<file path="src/rtl/cpu_pkg.sv">
// Shared pipeline definitions: MEM-stage FSM states, Mem/WB field bit positions, default error data.
// Latency: none (declarations only).
// Backpressure: none (declarations only).
package cpu_pkg;

  typedef enum logic [1:0] {
    ST_IDLE = 2'd0,
    ST_BUSY = 2'd1,
    ST_DONE = 2'd2
  } mem_state_e;

  // Mem control field: bit1 MemRead, bit0 MemWrite
  localparam int MEM_RD  = 1;
  localparam int MEM_WR  = 0;
  // WB control field: bit1 RegWrite, bit0 MemtoReg
  localparam int WB_REGW = 1;
  localparam int WB_M2R  = 0;

  localparam logic [31:0] ERR_DATA_DEFAULT = 32'hDEAD_BEEF;

endpackage

</file>
<file path="src/rtl/mem_timeout_ctr.sv">
// Counts BUSY cycles of an outstanding data-memory access and flags the last allowed cycle.
// Latency: count is registered; tc_o decodes the current count combinationally.
// Backpressure: none; clear has priority over enable.
module mem_timeout_ctr #(
  parameter int unsigned TIMEOUT = 15
) (
  input  logic clk_i,
  input  logic rst_i,
  input  logic clr_i,
  input  logic en_i,
  output logic tc_o
);

  localparam int unsigned CW = (TIMEOUT > 1) ? $clog2(TIMEOUT) : 1;

  logic [CW-1:0] cnt_q;

  // Count enabled cycles; clear returns to zero for the next access
  always_ff @(posedge clk_i or negedge rst_i) begin
    if (!rst_i) begin
      cnt_q <= '0;
    end else if (clr_i) begin
      cnt_q <= '0;
    end else if (en_i) begin
      cnt_q <= cnt_q + CW'(1);
    end
  end

  assign tc_o = (cnt_q == CW'(TIMEOUT - 1));

endmodule

</file>
<file path="src/rtl/mem_access_stage.sv">
// MEM stage: word loads/stores over a req/ack data-memory port, results and pass-through fields to MEM/WB.
// Latency: 0 cycles for non-memory ops; k+1 stall cycles for ack after k BUSY cycles, 1 for misaligned, TIMEOUT+1 on timeout.
// Backpressure: stall_o holds the upstream pipeline while an access is outstanding; req is held stable until ack.
module mem_access_stage
  import cpu_pkg::*;
#(
  parameter int unsigned TIMEOUT  = 15,
  parameter logic [31:0] ERR_DATA = ERR_DATA_DEFAULT
) (
  input  logic        clk_i,
  input  logic        rst_i,
  input  logic [1:0]  Mem_i,
  input  logic [1:0]  WB_i,
  input  logic [31:0] alu_ans_i,
  input  logic [31:0] rtdata_i,
  input  logic [4:0]  WBreg_i,
  input  logic [31:0] pc_add4_i,
  output logic        stall_o,
  output logic [31:0] rdata_o,
  output logic [31:0] alu_ans_o,
  output logic [4:0]  WBreg_o,
  output logic [31:0] pc_add4_o,
  output logic [1:0]  WB_o,
  output logic        err_o,
  output logic        dmem_req_o,
  output logic        dmem_we_o,
  output logic [31:0] dmem_addr_o,
  output logic [31:0] dmem_wdata_o,
  input  logic [31:0] dmem_rdata_i,
  input  logic        dmem_ack_i
);

  mem_state_e  state_q, state_d;
  logic        req_q, we_q, rd_q, err_q;
  logic [31:0] addr_q, wdata_q, data_q;
  logic        pending, aligned, is_read, tc;

  assign pending = (Mem_i != 2'b00);
  assign aligned = (alu_ans_i[1:0] == 2'b00);
  // 2'b11 counts as a read, so the read bit alone decides direction
  assign is_read = Mem_i[MEM_RD];

  mem_timeout_ctr #(.TIMEOUT(TIMEOUT)) u_ctr (
    .clk_i (clk_i),
    .rst_i (rst_i),
    .clr_i (state_q != ST_BUSY),
    .en_i  (state_q == ST_BUSY),
    .tc_o  (tc)
  );

  // FSM state register
  always_ff @(posedge clk_i or negedge rst_i) begin
    if (!rst_i) begin
      state_q <= ST_IDLE;
    end else begin
      state_q <= state_d;
    end
  end

  // Next state plus stall/result outputs; ack outside BUSY is never looked at
  always_comb begin
    state_d = state_q;
    stall_o = 1'b0;
    rdata_o = '0;
    err_o   = 1'b0;
    WB_o    = WB_i;
    case (state_q)
      ST_IDLE: begin
        if (pending) begin
          stall_o = 1'b1;
          state_d = aligned ? ST_BUSY : ST_DONE;
        end
      end
      ST_BUSY: begin
        stall_o = 1'b1;
        if (dmem_ack_i || tc) begin
          state_d = ST_DONE;
        end
      end
      ST_DONE: begin
        state_d = ST_IDLE;
        err_o   = err_q;
        rdata_o = err_q ? ERR_DATA : data_q;
        if (err_q) begin
          WB_o = {1'b0, WB_i[WB_M2R]};
        end
      end
      default: state_d = ST_IDLE;
    endcase
  end

  // Request launch/hold, response capture and error flag; ack beats the terminal count
  always_ff @(posedge clk_i or negedge rst_i) begin
    if (!rst_i) begin
      req_q   <= 1'b0;
      we_q    <= 1'b0;
      rd_q    <= 1'b0;
      err_q   <= 1'b0;
      addr_q  <= '0;
      wdata_q <= '0;
      data_q  <= '0;
    end else begin
      case (state_q)
        ST_IDLE: begin
          if (pending && aligned) begin
            req_q   <= 1'b1;
            we_q    <= Mem_i[MEM_WR] & ~Mem_i[MEM_RD];
            rd_q    <= is_read;
            addr_q  <= alu_ans_i;
            wdata_q <= rtdata_i;
          end else if (pending) begin
            err_q  <= 1'b1;
            data_q <= '0;
          end
        end
        ST_BUSY: begin
          if (dmem_ack_i) begin
            req_q  <= 1'b0;
            we_q   <= 1'b0;
            data_q <= rd_q ? dmem_rdata_i : '0;
          end else if (tc) begin
            req_q <= 1'b0;
            we_q  <= 1'b0;
            err_q <= 1'b1;
          end
        end
        ST_DONE: begin
          err_q  <= 1'b0;
          data_q <= '0;
        end
        default: begin
          req_q <= 1'b0;
          we_q  <= 1'b0;
        end
      endcase
    end
  end

  assign dmem_req_o   = req_q;
  assign dmem_we_o    = we_q;
  assign dmem_addr_o  = addr_q;
  assign dmem_wdata_o = wdata_q;

  assign alu_ans_o = alu_ans_i;
  assign WBreg_o   = WBreg_i;
  assign pc_add4_o = pc_add4_i;

endmodule
</file>
<file path="config.mk">
export PLATFORM = sky130hd
export DESIGN_NAME = mem_access_stage
export DESIGN_NICKNAME = d
export VERILOG_FILES = /design/src/rtl/cpu_pkg.sv /design/src/rtl/mem_timeout_ctr.sv /design/src/rtl/mem_access_stage.sv
export SDC_FILE = /design/constraint.sdc
export NUM_CORES = 1
export LEC_CHECK = 0
export ABC_AREA = 1
export ABC_CLOCK_PERIOD_IN_PS = 2300
export BUFFER_PORTS_ARGS = -buffer_cell sky130_fd_sc_hd__buf_2
export CAP_MARGIN = 20
export CORE_MARGIN = 8
export CORE_UTILIZATION = 46
export DETAILED_ROUTE_END_ITERATION = 7
export MAX_ROUTING_LAYER = met4
export PLACE_DENSITY_LB_ADDON = 0.2
export SLEW_MARGIN = 5
export SYNTH_ARGS = -nofsm -noshare
export SYNTH_HDL_FRONTEND = slang
export SYNTH_SLANG_ARGS = --single-unit
</file>
<file path="constraint.sdc">
create_clock -name clk_i -period 2.3 [get_ports clk_i]
set_input_delay 0.575 -clock clk_i [delete_from_list [all_inputs] [get_ports clk_i]]
set_output_delay 0.575 -clock clk_i [all_outputs]
set_load 0.01 [all_outputs]
</file>
==> flow_summary_export.csv <==
group,metric,value,unit
floorplan,die_w,119.7,um
power,power.internal,4.007,mW
finish,drive_gt1_share,34.54,%
global_route,grt_max_degree,65,
power,p_sw_share,36.50,%
floorplan,coreArea,0.01065,mm2
synth,ys_seq_elements,106,
synth,syn_area,0.004950,mm2
place,dp_slack,0.5015,ns
synth,synth-seq-area-share,53.59,%
global_route,grtUsageMet2,28.40,%
floorplan,rows,38,
routing,drt-initial-drc-count,184,
timing,post-route-min-period,2.153,ns
routing,via_count,4261,
synth,synthArstFlopShare,100.0,%
finish,final_cell_area,0.005998,mm2
timing,finClkSkew,0.008703,ns
timing,relSlewSlack,52.01,%
floorplan,initial_utilization,46.48,%
run,drv_cap,0,
synth,synth.most_common_cell,"nand2_1",
timing,hold_viol_final,0,
cts,hold_buffers,0,
run_status,status,"finished, final reports clean",
cts,clk_path_buf_depth,2,
floorplan,die_y,119.7,um
cts,path_clk_slew,0.10,ns
cts,numCtsBuffers,9,
routing,first_pass_iters,4,
cts,ctsRootBufferMaster,"clkbuf_8",
finish,seq_area,0.002653,mm2
critical_path,required,1.73,ns
cts,clkSinkCount,106,
synth,synth_edf_count,0,
floorplan,dieArea,0.01434,mm2
power,power_leakage,3.468,nW
critical_path,critPathCaptureType,"output pin",
critical_path,rr_worst_depth,5,
cts,worstSkewPairLatency,0.35,ns
floorplan,io_pins,311,
finish,area_growth,21.18,%
power,switchingPower,2.303,mW
critical_path,path_class,"flip-flop to output pin",
global_route,overflow,0,
power,power.density,1052,mW/mm2
global_route,grtUsageMet3,5.636,%
timing,max_freq,464.4,MHz
finish,fillers,1010,
min_path,hold_class,"primary input to async pin",
synth,synthTopCellsByCount,"277 x nand2_1, 106 x dfrtp_1, 70 x buf_4",
finish,finalNetCount,910,
routing,drc,0,
timing,setup_viol,0,
critical_path,rr_endpoint,"data_q[28]",
power,p_comb_share,35.9,%
timing,worstMarginPinSlew,0.7181,ns
critical_path,start_kind,"flip-flop",
synth,synth_nets,755,
critical_path,worstPathArrival,1.58,ns
global_route,top_usage_layer,"met2",
cts,cts_setup_buffers,0,
power,pwr-share-seq,42.9,%
global_route,track_usage,18.33,%
routing,ant_nets,0,
global_route,grt_first_pass_wirelength,21280,um
finish,multi_input_area,0.001598,mm2
timing,fin_setup_tns,0,ns
synth,synth.area.top_cells,"dfrtp_1 54%, nand2_1 21%, buf_4 11%, nor2_1 4.9%, o21ai_1 3.4%",
global_route,grt_pass1_vias,4329,
power,peakVddDrop,0.0005434,V
critical_path,r2r_start,"state_q[1]",
place,postPlaceCellArea,0.005753,mm2
timing,slew_violations,0,
synth,ys_warn_count,0,
place,globalplace.congestion,0.7780,
global_route,antenna_found_initial,0,
synth,avgSynthCellArea,8.075,um2
cts,cts_tree,"built",
place,port_buffers,234,
place,dp_hpwl,9810,um
synth,synthDistinctLibCells,22,
critical_path,r2r_slack,0.64,ns
routing,wire_per_inst,14.20,um
synth,yosys.area.top_type,"dfrtp_1",
global_route,met1_usage,22.63,%
finish,diodes,0,
routing,vias_per_cell,4.667,
power,clockPowerShare,21.2,%
timing,grt_setup_unrepaired,"no",
routing,wl,12970,um
timing,fin_ws,0.1465,ns
critical_path,crit_start,"err_q",
critical_path,path_max_fanout,10,
timing,fin_crit_sh,93.63,%
synth,ys.flop_type,"dfrtp_1",
synth,synthCells,613,
synth,synth_top_cell_area_share,53.59,%
cts,h-tree-depth,3,
## layer usage
metal	up-vias	wire length (um)
li1	2105	-
met1	1957	5656
met2	188	6208
met3	11	985
met4	0	115
met5	-	0
## what timing repair did
item | 4_1_cts | 5_1_grt
endpoints found under the setup margin | 0 | 1
resized for setup | 0 | 1
endpoints found under the hold margin | 0 | 0
## worst max-delay path by stage
| stage | slack, ns | depth (start not counted) | endpoint |
|---|---|---|---|
| final | 0.15 | 4 | WB_o[1] |
| after CTS | 0.09 | 4 | WB_o[1] |
| after detailed placement | 0.50 | 7 | rd_q |
| after floorplan | 0.65 | 4 | rdata_o[10] |
| after global routing | 0.01 | 4 | WB_o[1] |
| after global placement | 0.52 | 7 | rd_q |
## sequential cells by signal (all words and copies together), names as in the netlist
| name | flops |
|---|---|
| u_ctr.cnt_q | 4 |
| state_q | 2 |
| data_q | 32 |
| dmem_wdata_o | 32 |
| dmem_addr_o | 32 |
| dmem_req_o | 1 |
| rd_q | 1 |
| err_q | 1 |
| dmem_we_o | 1 |
## power by group through the flow
| stage | combinational [mW] | sequential [mW] | clock [mW] |
|---|---|---|---|
| after global placement | 2.28 | 2.71 | 0 |
| after global routing | 2.55 | 2.77 | 1.45 |
| final | 2.27 | 2.70 | 1.34 |
| after CTS | 2.31 | 2.70 | 1.39 |
| after detailed placement | 2.32 | 2.72 | 0 |
| after floorplan | 1.15 | 2.90 | 0 |
## cell families after synthesis
| logic type | Yosys count | share of synthesized area (%) |
|---|---|---|
| xor+xnor | 1 | 0.1770 |
| compound gates | 38 | 3.893 |
| fa+ha+maj | 2 | 0.5055 |
| flops | 106 | 53.59 |
| buf+inv | 112 | 14.28 |
| simple gates | 354 | 27.55 |
## layout make-up
class	count	share of cell area, %
clock buffers	9	2.065
inverters	13	0.8761
flip-flops and latches	106	44.22
well taps	140	2.920
multi-input cells	395	26.64
repair buffers	243	21.32
clock inverters	7	1.961
## metrics by stage
stage	hold slack [ns]	std cells	power, mW	util (%)
6_report	0.1603	913	6.310	56.32
5_1_grt	0.1727	913	6.778	56.32
4_1_cts	0.1550	913	6.405	56.29
3_5_place_dp	0.4597	897	5.033	54.02
3_3_place_gp	0.4473	897	4.992	54.02
2_1_floorplan	0.2794	613	4.052	-
## critical path, stage by stage (launching register included)
cell	delay [ns]
dfrtp_1	0.56
clkinvlp_4	0.28
o21ai_0	0.21
inv_1	0.05
buf_2	0.13
## cells in the final DEF, fill, tap and decap left out, types with 3 or more instances in the layout
| cell type | count |
|---|---|
| buf_12 | 3 |
| buf_2 | 233 |
| buf_4 | 7 |
| bufinv_16 | 3 |
| clkbuf_8 | 9 |
| dfrtp_1 | 106 |
| inv_1 | 10 |
| nand2_1 | 277 |
| nand3_1 | 6 |
| nor2_1 | 64 |
| o21ai_1 | 34 |
Note: power is estimated with default switching activity, not from simulation.
